--- config.mk ---
export PLATFORM = sky130hd
export DESIGN_NAME = cpp_internal_int_to_clocked_level
export DESIGN_NICKNAME = d
export VERILOG_FILES = /design/src/rtl/cpp_internal_int_to_clocked_level.sv
export SDC_FILE = /design/constraint.sdc
export NUM_CORES = 1
export LEC_CHECK = 0
export CORE_AREA = 10 10 69 71
export CTS_BUF_LIST = sky130_fd_sc_hd__clkbuf_2
export DETAILED_ROUTE_END_ITERATION = 8
export DIE_AREA = 0 0 79 81
export DONT_BUFFER_PORTS = 1
export PLACE_DENSITY = 0.7
export SYNTH_ARGS = -nofsm -noshare
export SYNTH_HDL_FRONTEND = slang
export SYNTH_SLANG_ARGS = --single-unit
--- constraint.sdc ---
create_clock -name clk -period 4.91 [get_ports clk]
set_input_delay 0.7365 -clock clk [delete_from_list [all_inputs] [get_ports clk]]
set_output_delay 0.7365 -clock clk [all_outputs]
set_load 0.005 [all_outputs]
--- src/rtl/cpp_internal_int_to_clocked_level.sv ---
`default_nettype none
// ============================================================================
// Module   : cpp_internal_int_to_clocked_level
// Purpose  : Brings the 32-bit int output of the double-to-int threshold
//            converter, together with its toggle-per-sample update line, into
//            the clk domain. Debounces the 0/1 decision (in != 0) over
//            DEBOUNCE clocks. Produces a clean level, single-cycle rise/fall/
//            glitch strobes and a saturating transition counter.
// Ports    : clk        - sampling clock, all state on rising edge
//            rst_n      - asynchronous active-low reset
//            in         - int from converter, decision bit = (in != 0)
//            update_in  - update event line, every value change = new sample
//            clear_cnt  - synchronous clear of edge_count
//            level      - debounced level
//            rise       - one-cycle pulse after a 0->1 flip of level
//            fall       - one-cycle pulse after a 1->0 flip of level
//            glitch     - one-cycle pulse when a pending change is abandoned
//            edge_count - saturating count of level transitions
// Revision : 1.0 - initial release
// ============================================================================
module cpp_internal_int_to_clocked_level #(
  parameter int SYNC_STAGES = 2,   // legal 2..4
  parameter int DEBOUNCE    = 4,   // legal 1..255
  parameter int CNT_W       = 16
) (
  input  logic             clk,
  input  logic             rst_n,
  input  logic [31:0]      in,
  input  logic             update_in,
  input  logic             clear_cnt,
  output logic             level,
  output logic             rise,
  output logic             fall,
  output logic             glitch,
  output logic [CNT_W-1:0] edge_count
);

  // Debounce counter never needs more than 8 bits: it tops out at DEBOUNCE-1
  // and the compare value cnt+1 is at most 255.
  localparam logic [7:0]       c_DEBOUNCE = 8'(DEBOUNCE);
  localparam logic [CNT_W-1:0] c_CNT_ONE  = CNT_W'(1);

  typedef enum logic [0:0] {
    ST_STABLE  = 1'b0,
    ST_PENDING = 1'b1
  } state_t;

  // --------------------------------------------------------------------------
  // Input synchronisers
  // --------------------------------------------------------------------------
  logic                   w_raw;
  logic [SYNC_STAGES-1:0] raw_sync_q;
  logic [SYNC_STAGES-1:0] upd_sync_q;
  logic                   w_raw_s;
  logic                   w_upd_s;

  assign w_raw = (in != 32'd0);

  always_ff @(posedge clk or negedge rst_n) begin
    if (!rst_n) begin
      raw_sync_q <= '0;
      upd_sync_q <= '0;
    end else begin
      raw_sync_q <= {raw_sync_q[SYNC_STAGES-2:0], w_raw};
      upd_sync_q <= {upd_sync_q[SYNC_STAGES-2:0], update_in};
    end
  end

  assign w_raw_s = raw_sync_q[SYNC_STAGES-1];
  assign w_upd_s = upd_sync_q[SYNC_STAGES-1];

  // --------------------------------------------------------------------------
  // Update detection and candidate capture
  // --------------------------------------------------------------------------
  // The update line is a toggle, not a pulse: any difference between the
  // synchronised value and its one-clock-old copy marks a fresh sample. Both
  // synchronisers have the same depth, so raw_s is aligned with that toggle.
  logic upd_prev_q;
  logic w_upd_pulse;
  logic cand_q;
  logic cand_d;

  assign w_upd_pulse = w_upd_s ^ upd_prev_q;
  assign cand_d      = w_upd_pulse ? w_raw_s : cand_q;

  always_ff @(posedge clk or negedge rst_n) begin
    if (!rst_n) begin
      upd_prev_q <= 1'b0;
      cand_q     <= 1'b0;
    end else begin
      upd_prev_q <= w_upd_s;
      cand_q     <= cand_d;
    end
  end

  // --------------------------------------------------------------------------
  // Debounce FSM
  // --------------------------------------------------------------------------
  state_t           state_q;
  state_t           state_d;
  logic [7:0]       cnt_q;
  logic [7:0]       cnt_d;
  logic [7:0]       w_cnt_inc;
  logic             level_q;
  logic             level_d;
  logic             rise_q;
  logic             rise_d;
  logic             fall_q;
  logic             fall_d;
  logic             glitch_q;
  logic             glitch_d;
  logic             w_flip;
  logic [CNT_W-1:0] edge_cnt_q;
  logic [CNT_W-1:0] edge_cnt_d;

  assign w_cnt_inc = cnt_q + 8'd1;

  always_ff @(posedge clk or negedge rst_n) begin
    if (!rst_n) begin
      state_q    <= ST_STABLE;
      cnt_q      <= 8'd0;
      level_q    <= 1'b0;
      rise_q     <= 1'b0;
      fall_q     <= 1'b0;
      glitch_q   <= 1'b0;
      edge_cnt_q <= '0;
    end else begin
      state_q    <= state_d;
      cnt_q      <= cnt_d;
      level_q    <= level_d;
      rise_q     <= rise_d;
      fall_q     <= fall_d;
      glitch_q   <= glitch_d;
      edge_cnt_q <= edge_cnt_d;
    end
  end

  always_comb begin
    state_d  = state_q;
    cnt_d    = cnt_q;
    glitch_d = 1'b0;
    w_flip   = 1'b0;

    unique case (state_q)
      ST_STABLE: begin
        if (cand_q != level_q) begin
          // With a one-clock debounce there is nothing to wait for.
          if (DEBOUNCE == 1) begin
            w_flip = 1'b1;
          end else begin
            state_d = ST_PENDING;
            cnt_d   = 8'd1;
          end
        end
      end

      ST_PENDING: begin
        if (cand_q != level_q) begin
          if (w_cnt_inc == c_DEBOUNCE) begin
            w_flip  = 1'b1;
            cnt_d   = 8'd0;
            state_d = ST_STABLE;
          end else begin
            cnt_d = w_cnt_inc;
          end
        end else begin
          // Candidate fell back to the current level before the debounce
          // window completed: drop the pending change and report it.
          state_d  = ST_STABLE;
          cnt_d    = 8'd0;
          glitch_d = 1'b1;
        end
      end

      default: begin
        state_d = ST_STABLE;
        cnt_d   = 8'd0;
      end
    endcase
  end

  // Level and strobe generation; a flip and a glitch are mutually exclusive
  // because they come from different FSM branches.
  always_comb begin
    level_d = level_q;
    rise_d  = 1'b0;
    fall_d  = 1'b0;
    if (w_flip) begin
      level_d = ~level_q;
      rise_d  = ~level_q;
      fall_d  = level_q;
    end
  end

  // --------------------------------------------------------------------------
  // Transition counter
  // --------------------------------------------------------------------------
  // A clear that coincides with a flip keeps that flip, so the count restarts
  // at one rather than zero.
  always_comb begin
    edge_cnt_d = edge_cnt_q;
    if (w_flip) begin
      if (clear_cnt) begin
        edge_cnt_d = c_CNT_ONE;
      end else if (!(&edge_cnt_q)) begin
        edge_cnt_d = edge_cnt_q + c_CNT_ONE;
      end
    end else if (clear_cnt) begin
      edge_cnt_d = '0;
    end
  end

  assign level      = level_q;
  assign rise       = rise_q;
  assign fall       = fall_q;
  assign glitch     = glitch_q;
  assign edge_count = edge_cnt_q;

endmodule
`default_nettype wire

Word-level counts from Yosys, hierarchy flattened
Index checks and enable logic that the tools add are counted.

Register bits: 35. Bits in latches: 0. Memory bits (writable): 0. ROM bits: 0. Bits of input ports: 36. Output and inout bits: 20. Logic and storage cells: 43. Memories kept: 0.

$add $sub $neg: 2. $mul: 0. Div/mod/pow operators: 0. Magnitude comparators: 0. Equality and inequality tests: 4. Shift-type cells: 0. Muxes and demuxes: 19. Bitwise logic cells: 3. Reductions and logical operators: 4.

Operators by type and width (number): $mux 16 (4); $reduce_bool 32->1 (1); $mux 8 (3); $add 16x1->16 const B (1); $pmux 8 s2 (1); $reduce_and 16->1 (1); $mux 1 (10); $add 8x1->8 const B (1); $eq 8x3->1 const B (1); $ne 2x2->1 const B (2); $not 1->1 (2); $pmux 1 s2 (1); $reduce_and 2->1 (1); $reduce_bool 2->1 (1); $ne 1x1->1 (1); $xor 1x1->1 (1).

Longest topological paths before layout
Depth after elaboration: 7. Mapped depth: 6. Gate-level depth less buffers: 5.

Worst setup path after synthesis
No wires, ideal clock.

Path kind: register to register. Start point: reg cnt_q[0]. End point: reg edge_cnt_q[12], in the netlist edge_count[12]. Data arrival time: 1.889 ns. Setup slack: 2.897 ns. Cell stages (with the launch flop): 7. Buffers on the path: 1. Clock period less this slack: 2.013 ns. Cells stage by stage: dfrtp_1 ha_1 nor4b_1 nand4_2 buf_6 nor4_1 mux2_2.

Word-level cells in the longest chain between the ends: 7. Elaborated cells between the ends (all ways): 8. Those cells by class: add/sub: 1; eq/ne: 1; mux: 4; reduce/logical: 2.

Ends and longest elaborated chain: start, declared (RTL line 101) `logic [7:0] cnt_q;`; start signal, assigned (RTL line 129) `cnt_q <= cnt_d;`; $add 8x1->8 * (RTL line 116) `assign w_cnt_inc = cnt_q + 8'd1;`; $eq 8x3->1 * (RTL line 159) `if (w_cnt_inc == c_DEBOUNCE) begin`; $mux 1 * (RTL line 159); $mux 1 * (RTL line 158) `if (cand_q != level_q) begin`; $mux 1 * (RTL line 144) `unique case (state_q)`; $reduce_bool 2->1 (no line); $reduce_and 2->1 (no line); end signal, assigned (RTL line 134) `edge_cnt_q <= edge_cnt_d;`; end, declared (RTL line 113) `logic [CNT_W-1:0] edge_cnt_q;`.

Every way passes the cells marked *; elsewhere a longest branch is shown, timed or not. A chain may end at the register's enable or synchronous reset.

Worst setup path in the final report
Start point: reg cnt_q[0]. End point: reg edge_cnt_q[15], in the netlist edge_count[15].

Same word-level chain as after synthesis.

==> results.txt <==
Layout cell share with drive strength beyond 1 - 11.5%
WL final - 4420 um
Synth top area share - 47.2%
Total gr overflow - 0
Fmax - 389 MHz
Overall Global Routing Usage - 13.9%
DRT iter0 DRCs - 135
Combinational Power Share - 16.2%
Least-Margin Pin Slew - 771 ps
Synth Flop Type - dfrtp_1
Min Tclk post-route - 2570 ps
Sw power - 0.202 mW
Seq/Total Area, Yosys - 47.2%
Maximum VDD drop - 0.195 mV
N_diodes - 0
Req. time, crit path - 5190 ps
FF-to-FF path depth - 5
Hold Vio Cnt, Final - 0
Port bufs - 0
Starting Density - 52.7%
FF-to-FF Start - cnt_q[0]$_DFFE_PN0P_
Root buf cell - clkbuf_2
CP Cell Sequence - ha_1, nor4b_1, nand4_2, o41a_1, a311oi_1
Gpl congestion - 0.901
Reg power frac - 54.2%
Finished layout cell area - 1980 um2
Num CTS Buffers - 5
CP Class - flip-flop to flip-flop
Largest cells by area after synthesis - dfrtp_1 (47%), mux2_2 (5.5%), nor4_1 (3.7%)
Hold crit path type - primary input to async pin
I/O pin total - 56
Synth Cell Area - 1860 um2
1st-pass router iterations - 4
Dpl hpwl - 3210 um
CTS tree - built
Total die area - 6400 um2
Vias in the first global route - 1529
CP arrival - 2850 ps
Critical Path Start Type - flip-flop
Max Buffers Root-to-Sink - 2
Worst Path Buf+Inv - 0
DP Area - 1890 um2
Slack of the worst reg-to-reg path - 2340 ps
YS warnings - 0
Nets - 228
EDFF count, synth - 0
Setup violators final - 0
Switching fraction of total power - 31.7%
Reg clk slew, reported paths - 200 ps
Cells after Synth - 189
Netlist cell types - 40
Clk_lat worst skew - 380 ps
RSZ-0062 raised after global routing - false
Clock network fraction of total power - 29.6%
Status - finished, final reports clean
First-pass GRT wire length - 7370 um
Int Power - 0.436 mW
Core ar. - 3520 um2
R2r endpoint - edge_count[15]$_DFFE_PN0P_
Crit path largest cell delay - 560 ps
Pin count of the biggest net entering global routing - 36
Leak - 0.802 nW
Crit share post-route - 52.3%
Slew Limit Fails - 0
Clock sinks - 35
Site Rows - 22
Post-CTS setup buffer count - 0
Drt wl/cell - 18.5 um
Layout Cells excl Fill - 239
FF+latch count, synth - 35
Critical path endpoint category - flip-flop
H-tree depth - 2
MaxCap Viol Count - 0
CP max-delay cell - o41a_1
Placed Cells - 230
Routed Antenna Nets - 0
Initial antenna violation count - 0
Total number of vias - 1504
Design Power - 0.639 mW
Critical path fanouts, max - 21
Slew HR - 48.1%
Count leader, synth - dfrtp_1
Die Wd - 79 um
Clock Skews - 18.2 ps
Post-placement worst setup slack - 2400 ps
Vias/cell - 6.29
Area growth syn-to-layout - 6.40%
Syn nets - 227
Post-Syn Area per Cell - 9.82 um2
Synth area leader - dfrtp_1
CP top delay family - simple AND/OR/NAND/NOR gates
DRC viols - 0
Setup TNS - 0 ps
PwrDens - 323 nW/um2
CP Launch Point - cnt_q[0]$_DFFE_PN0P_
Async SR Flop Fraction - 100%
DIE HEIGHT - 81 um
Post-synth top cells - dfrtp_1 (35), nor2_1 (13), nand2_1 (12)
Final worst slack - 2340 ps
[per-stage QoR]
step	hold WS, ps	utilization [%]
2_1_floorplan	331	-
3_3_place_gp	332	53.6
3_5_place_dp	336	53.6
4_1_cts	127	56.1
5_1_grt	108	56.1
6_report	143	56.1
[worst reg2reg max path: cells and delay by family, from the launching register on]
| kind | cells | cell delay, ps |
|---|---|---|
| compound gates | 2 | 830 |
| simple gates | 2 | 990 |
| fa+ha+maj | 1 | 220 |
| flops | 1 | 440 |
[state kept, by name (all words and copies together), names as in the netlist]
name and flops:
cnt_q 8, cand_q 1, glitch 1, rise 1, upd_prev_q 1, upd_sync_q 2, raw_sync_q 2, edge_count 16
level 1, fall 1, state_q 1
[worst max-delay path by stage]
stage | to | slack [ps] | cells after the start
detailed placement | edge_count[15]$_DFFE_PN0P_ | 2400 | 5
global route | edge_count[15]$_DFFE_PN0P_ | 2040 | 5
floorplan | edge_count[12]$_DFFE_PN0P_ | 2900 | 6
finish | edge_count[15]$_DFFE_PN0P_ | 2340 | 5
CTS | edge_count[15]$_DFFE_PN0P_ | 2360 | 5
global placement | edge_count[12]$_DFFE_PN0P_ | 2540 | 5
[cells by family (layout without fill, tap and decap cells)]
logic type | Yosys count | after routing | share of synthesized area, %
XOR/XNOR | 5 | 5 | 2.76
flip-flops | 35 | 35 | 47.2
adder cells (fa/ha/maj) | 2 | 2 | 1.35
multiplexers | 9 | 9 | 5.46
AO/OA/AOI/OAI | 33 | 33 | 12.0
buffers and inverters | 10 | 12 | 2.43
AND/OR/NAND/NOR | 95 | 95 | 28.8
[cells in the final DEF, fill, tap and decap left out, types with 3 or more instances in the layout]
master    netlist  layout
nand2_1        12      12
and3_1          9       9
nor2b_1         8       8
nor3_1          8       8
nand3_1        10      10
nor3b_1         3       3
clkbuf_2        0       5
xnor2_1         3       3
mux2_2          9       9
a211oi_1        4       4
o21ai_0         8       8
nand4_1         9       9
a21oi_1         6       6
o31ai_1         3       3
or4_1           3       3
nor2_1         13      13
and4_1          3       3
dfrtp_1        35      35
nor4_1         11      11
[what timing repair did]
| item | CTS | global route |
|---|---|---|
| gates resized for setup | 0 | 0 |
| endpoints found under the hold margin | 35 | 0 |
| hold buffers | 1 | 0 |
[power groups by stage]
stage,registers [mW],clock network [mW],logic [mW]
detailed placement,0.352,0,0.0938
finish,0.346,0.189,0.104
global route,0.352,0.208,0.117
floorplan,0.336,0,0.0883
global placement,0.350,0,0.0902
CTS,0.347,0.196,0.102
[cell type report]
| class | instances | area, um2 |
|---|---|---|
| multi-input cells | 144 | 936 |
| fillers | 328 | 1550 |
| flip-flops and latches | 35 | 876 |
| well taps | 48 | 60.1 |
| repair buffers | 2 | 27.5 |
| clock inverters | 3 | 43.8 |
| clock buffers | 5 | 25.0 |
| inverters | 2 | 7.51 |
[routing by layer]
metal	global-route usage, %	routed length, um	up-vias
met5	0	0	-
met4	3.58	13	0
met3	6.62	416	2
met2	23.6	2240	46
met1	15.5	1750	732
li1	-	-	724
Note: power is estimated with default switching activity, not from simulation.
